$ cat src/rtl/aes_pkg.sv
// Shared types and constants for the AES ciphertext collector.
package aes_pkg;
  localparam int BLK_BYTES  = 16;
  localparam int BLOCK_W    = 128;
  localparam int BYTE_CNT_W = $clog2(BLK_BYTES);

  typedef logic [7:0]         aes_byte_t;
  typedef logic [BLOCK_W-1:0] aes_block_t;

  typedef enum logic [1:0] {
    ST_IDLE,
    ST_CAPT,
    ST_DRAIN
  } cap_state_t;
endpackage

$ cat src/rtl/aes_cipher_collector_if.sv
// Block-level valid/ready link from the collector to its consumer.
interface aes_cipher_collector_if;
  import aes_pkg::*;

  aes_block_t data;
  logic       valid;
  logic       ready;

  modport master (output data, output valid, input ready);
  modport slave  (input data, input valid, output ready);
endinterface

$ cat src/rtl/aes_blk_fifo.sv
// Small block FIFO with a registered head word; one extra pointer bit tells full from empty.
module aes_blk_fifo
  import aes_pkg::*;
#(
  parameter int DEPTH = 2
) (
  input  logic       clk,
  input  logic       rst,
  input  logic       push,
  input  aes_block_t push_data,
  input  logic       pop,
  output aes_block_t head,
  output logic       valid,
  output logic       full
);
  localparam int AW = $clog2(DEPTH);

  aes_block_t    mem [DEPTH];
  logic [AW:0]   wr_ptr, rd_ptr;
  logic [AW:0]   wr_nxt, rd_nxt;
  logic          empty, do_pop, do_push;

  assign empty   = (wr_ptr == rd_ptr);
  assign full    = (wr_ptr[AW] != rd_ptr[AW]) && (wr_ptr[AW-1:0] == rd_ptr[AW-1:0]);
  assign valid   = !empty;
  assign do_pop  = pop && !empty;
  assign do_push = push && (!full || do_pop);
  assign wr_nxt  = do_push ? wr_ptr + (AW+1)'(1) : wr_ptr;
  assign rd_nxt  = do_pop  ? rd_ptr + (AW+1)'(1) : rd_ptr;

  always_ff @(posedge clk) begin
    if (do_push) mem[wr_ptr[AW-1:0]] <= push_data;
  end

  // The head slot may be the one being written this cycle, so bypass the incoming word.
  always_ff @(posedge clk or negedge rst) begin
    if (!rst) begin
      wr_ptr <= '0;
      rd_ptr <= '0;
      head   <= '0;
    end else begin
      wr_ptr <= wr_nxt;
      rd_ptr <= rd_nxt;
      if (wr_nxt != rd_nxt) begin
        if (do_push && (wr_ptr[AW-1:0] == rd_nxt[AW-1:0])) head <= push_data;
        else                                               head <= mem[rd_nxt[AW-1:0]];
      end
    end
  end
endmodule

$ cat src/rtl/aes_cipher_collector.sv
// Reassembles byte-serial AES ciphertext bursts into 128-bit blocks and queues them for a consumer.
//   state    | meaning
//   ST_IDLE  | waiting for burst header (aes_ready rise)
//   ST_CAPT  | shifting in data bytes 0..15
//   ST_DRAIN | block pushed, waiting for aes_ready to fall
module aes_cipher_collector
  import aes_pkg::*;
#(
  parameter int DEPTH = 2,
  parameter int CNT_W = 16
) (
  input  logic                   clk,
  input  logic                   rst,
  input  logic                   aes_ready,
  input  aes_byte_t              aes_byte,
  aes_cipher_collector_if.master out_bus,
  output logic [CNT_W-1:0]       blk_count,
  output logic                   err_short,
  output logic                   err_overflow,
  input  logic                   clr_err
);
  localparam logic [BYTE_CNT_W-1:0] LAST = BYTE_CNT_W'(BLK_BYTES - 1);

  cap_state_t              state;
  logic [BYTE_CNT_W-1:0]   cnt;
  logic [BLOCK_W-9:0]      shreg;
  logic                    push, short_evt, accept, drop, fifo_full;

  assign push      = (state == ST_CAPT) && aes_ready && (cnt == LAST);
  assign short_evt = (state == ST_CAPT) && !aes_ready;
  // A full FIFO is never empty, so ready alone guarantees a pop frees a slot.
  assign accept    = push && (!fifo_full || out_bus.ready);
  assign drop      = push && fifo_full && !out_bus.ready;

  always_ff @(posedge clk or negedge rst) begin
    if (!rst) begin
      state        <= ST_IDLE;
      cnt          <= '0;
      shreg        <= '0;
      blk_count    <= '0;
      err_short    <= 1'b0;
      err_overflow <= 1'b0;
    end else begin
      case (state)
        ST_IDLE: begin
          if (aes_ready) begin
            state <= ST_CAPT;
            cnt   <= '0;
          end
        end
        ST_CAPT: begin
          if (aes_ready) begin
            shreg <= {shreg[BLOCK_W-17:0], aes_byte};
            cnt   <= cnt + BYTE_CNT_W'(1);
            if (cnt == LAST) state <= ST_DRAIN;
          end else begin
            state <= ST_IDLE;
            cnt   <= '0;
          end
        end
        ST_DRAIN: begin
          if (!aes_ready) state <= ST_IDLE;
        end
        default: state <= ST_IDLE;
      endcase

      if (accept) blk_count <= blk_count + CNT_W'(1);

      if (short_evt)    err_short <= 1'b1;
      else if (clr_err) err_short <= 1'b0;

      if (drop)         err_overflow <= 1'b1;
      else if (clr_err) err_overflow <= 1'b0;
    end
  end

  aes_blk_fifo #(.DEPTH(DEPTH)) u_fifo (
    .clk       (clk),
    .rst       (rst),
    .push      (push),
    .push_data ({shreg, aes_byte}),
    .pop       (out_bus.ready),
    .head      (out_bus.data),
    .valid     (out_bus.valid),
    .full      (fifo_full)
  );
endmodule

$ cat src/flat_wrapper.sv
// flat-port wrapper written by rule: the top's interface ports become plain ports
module aes_cipher_collector_flat import aes_pkg::*;
#(
  parameter int DEPTH = 2,
  parameter int CNT_W = 16
)
  (clk, rst, aes_ready, aes_byte, blk_count, err_short, err_overflow, clr_err, out_bus_data, out_bus_valid, out_bus_ready);
  aes_cipher_collector_if out_bus_i ();
  input  logic clk;
  input  logic rst;
  input  logic aes_ready;
  input  aes_byte_t aes_byte;
  output logic [CNT_W-1:0] blk_count;
  output logic err_short;
  output logic err_overflow;
  input  logic clr_err;
  output wire logic [$bits(out_bus_i.data)-1:0] out_bus_data;
  output wire logic [$bits(out_bus_i.valid)-1:0] out_bus_valid;
  input wire logic [$bits(out_bus_i.ready)-1:0] out_bus_ready;
  assign out_bus_data = out_bus_i.data;
  assign out_bus_valid = out_bus_i.valid;
  assign out_bus_i.ready = out_bus_ready;
  aes_cipher_collector #(.DEPTH(DEPTH), .CNT_W(CNT_W)) u_core (.clk(clk), .rst(rst), .aes_ready(aes_ready), .aes_byte(aes_byte), .out_bus(out_bus_i), .blk_count(blk_count), .err_short(err_short), .err_overflow(err_overflow), .clr_err(clr_err));
endmodule
$ cat config.mk
export PLATFORM = sky130hd
export DESIGN_NAME = aes_cipher_collector_flat
export DESIGN_NICKNAME = d
export VERILOG_FILES = /design/src/rtl/aes_pkg.sv /design/src/rtl/aes_cipher_collector_if.sv /design/src/rtl/aes_blk_fifo.sv /design/src/rtl/aes_cipher_collector.sv /design/src/flat_wrapper.sv
export SDC_FILE = /design/constraint.sdc
export NUM_CORES = 1
export LEC_CHECK = 0
export ABC_CLOCK_PERIOD_IN_PS = 6200
export CAP_MARGIN = 15
export CORE_MARGIN = 2
export CORE_UTILIZATION = 30
export DETAILED_ROUTE_END_ITERATION = 8
export RECOVER_POWER = 100
export SLEW_MARGIN = 20
export SYNTH_ARGS = -nofsm -noshare
export SYNTH_HDL_FRONTEND = slang
export SYNTH_SLANG_ARGS = --single-unit
export TNS_END_PERCENT = 5
$ cat constraint.sdc
create_clock -name clk -period 6.2 [get_ports clk]
set_input_delay 1.24 -clock clk [delete_from_list [all_inputs] [get_ports clk]]
set_output_delay 1.24 -clock clk [all_outputs]
set_load 0.01 [all_outputs]
==> flow_metrics.tcl <==
set metrics [dict create \
    dr.pass1.iters 5 \
    yosysWarnings 0 \
    met3_usage 0.0348 \
    place_congestion 0.758 \
    cts_resized 0 \
    final_nets 1902 \
    ir_worst_vdd_v 0.000228 \
    rows 99 \
    synth_top_flop_cell "dfrtp_1" \
    busiest_layer "met2" \
    antenna_found_initial 2 \
    ant_nets 0 \
    grt_pass1_vias 15200 \
    die_x_um 275 \
    drc 0 \
    path_max_fanout 67 \
    grt_pass1_wl_mm 91.7 \
    finalSetupViolCount 0 \
    post-synth-top-area-cell "edfxtp_1" \
    grt_overflow 0 \
    ys_ff_latch 532 \
    cts_tree "done" \
    via_per_inst 5.11 \
    hold_ws_ps 465 \
    tightest_slew_ps 2970 \
    critPathLaunchType "input pin" \
    clock_tree.buffer_depth 3 \
    final_common_cell "nand2_1" \
    period_minus_slack_ps 4910 \
    synth_edf_count 256 \
    grt_usage 0.154 \
    min_period_over_period 0.791 \
    synth_area_leaders "edfxtp_1, dfrtp_1, mux2_4" \
    required_ps 6720 \
    cts.sinks 532 \
    cts_setup_buffers 0 \
    rsz0062_at_grt "no" \
    slew_violations 383 \
    area_growth_pct 16.6 \
    endpoint_kind "flip-flop" \
    final_cell_mix "nand2_1, dfrtp_1, edfxtp_1" \
    fillerInstances 7088 \
    yosysSeqAreaShare 0.664 \
    crit_type "in2reg" \
    root_buffer "clkbuf_16" \
    finClkSkew_ps 8.16 \
    violations "max-capacitance violations, max-slew violations" \
    cts.reportedPaths.clkPinSlew_ps 60 \
    grt_util_met1 0.211 \
    cts_hold_buffers 0 \
    synth.distinct_cells 44 \
    port_buffers 159 \
    p_per_area_nw_per_um2 421 \
    hold_path_class "reg2reg" \
    async_flop_share 0.519 \
    wire_per_inst_um 20.4 \
    mappedNetlistArea_um2 22000 \
    num_vias 14700 \
    dieArea_um2 75500 \
    hold_viol_final 0 \
    relSlewSlack -0.979 \
    cap_violations 6 \
    fmax_mhz 204 \
    drt_iter0_drc 1430 \
    hpwl_mm 32.2 \
    clk_latency_ps 580 \
    core-area_um2 72700 \
    status "complete, but fails checks" \
    post_route_cells_drive_above_1_share 0.0717 \
    cts_made_buffers 52 \
    wl_mm 59.0 \
    syn-num-nets 1806 \
    use_met2 0.246 \
    htree_levels 2 \
    grt_max_degree 129 \
    crit_arrival_ps 5420 \
    timing.setup.tns_ps 0 \
    die_y_um 275 \
    synth_top_area_share 0.350 \
    power.leakage_uw 0.0101 \
    start_util 0.302 \
    avgSynthCellArea_um2 12.3 \
    synth_cells 1789 \
    ios 160 \
]
-- per-layer routing --
metal  up-vias  wire length (µm)
met5         -                13
met4         2              1370
met3        86              4200
met2       524             27400
met1      7507             26000
li1       6624                 -
-- stage by stage --
| stage | total power [µW] | util | std cells | area [µm²] | setup WS (ps) |
|---|---|---|---|---|---|
| final | 10800 | 0.353 | 2887 | 25600 | 1290 |
| after global placement | 8360 | 0.336 | 2789 | 24400 | 1540 |
| after global routing | 11300 | 0.352 | 2885 | 25600 | 1050 |
| after detailed placement | 8440 | 0.336 | 2789 | 24400 | 1480 |
| after CTS | 11500 | 0.358 | 2883 | 26000 | 2110 |
| after floorplan | 6870 | - | 1789 | 22000 | 658 |
-- sequential cells by signal, indices dropped and copies added (netlist names) --
register              cells
u_core.u_fifo.mem       256
u_core.err_short          1
u_core.u_fifo.wr_ptr      2
u_core.err_overflow       1
u_core.u_fifo.rd_ptr      2
u_core.cnt                4
u_core.blk_count         16
u_core.u_fifo.head      128
u_core.state              2
u_core.shreg            120
-- path summary, 6_finish.rpt --
check / from / to / slack [ps] / depth (start not counted)
worst min register to register: u_core.blk_count[15] / u_core.blk_count[15] / 470 / 1
worst max register to register: u_core.state[1] / u_core.shreg[109] / 2110 / 5
min in group asynchronous: rst / u_core.shreg[72] / 1390 / 1
worst max-delay path: aes_ready / u_core.shreg[109] / 1290 / 6
max in group asynchronous: rst / u_core.shreg[115] / 1820 / 3
worst min-delay path: u_core.blk_count[15] / u_core.blk_count[15] / 470 / 1
-- cell usage after synthesis, drive strengths merged (2+ instances only) --
cell / instances
mux2i: 3
xnor2: 13
nand3: 142
and2: 2
nand2: 379
nor2: 6
a31oi: 129
xor2: 6
a21oi: 6
nor3: 129
ha: 4
buf: 44
nand2b: 3
dfrtp: 276
inv: 6
o21ai: 134
a311oi: 2
and3: 5
edfxtp: 256
and4: 2
mux2: 130
clkbuf: 100
-- cell families after synthesis --
family	after synthesis	share of synthesized area
AND/OR/NAND/NOR	675	0.134
flip-flops	532	0.664
AO/OA/AOI/OAI	276	0.0716
buffers and inverters	150	0.0358
multiplexers	133	0.0850
XOR/XNOR	19	0.00791
adder cells (fa/ha/maj)	4	0.00228
-- layout make-up --
type                            instances  area (µm²)  share of cell area
Sequential cell                       532       14600               0.569
Antenna cell                            3        7.51            0.000293
Inverter                                6        22.5            0.000879
Multi-Input combinational cell       1107        6340               0.247
Clock inverter                         18         138             0.00537
Clock buffer                           76        1460              0.0571
Timing Repair Buffer                  186        1870              0.0730
Tap cell                              959        1200              0.0468
-- critical path: stages --
cell           delay (ps)
dlygate4sd3_1         650
nand3b_1              180
clkbuf_1             2120
buf_4                 960
nand2_1               130
nand2_1               100
-- where the power goes --
group | total [µW] | leakage [µW] | internal (µW) | switching [µW]
Combinational | 2830 | 0.00343 | 1260 | 1570
Sequential | 4920 | 0.00585 | 4360 | 557
Clock | 3040 | 0.000781 | 1710 | 1330
Total | 10800 | 0.0101 | 7330 | 3460
Power figures use the tool's default switching activity.
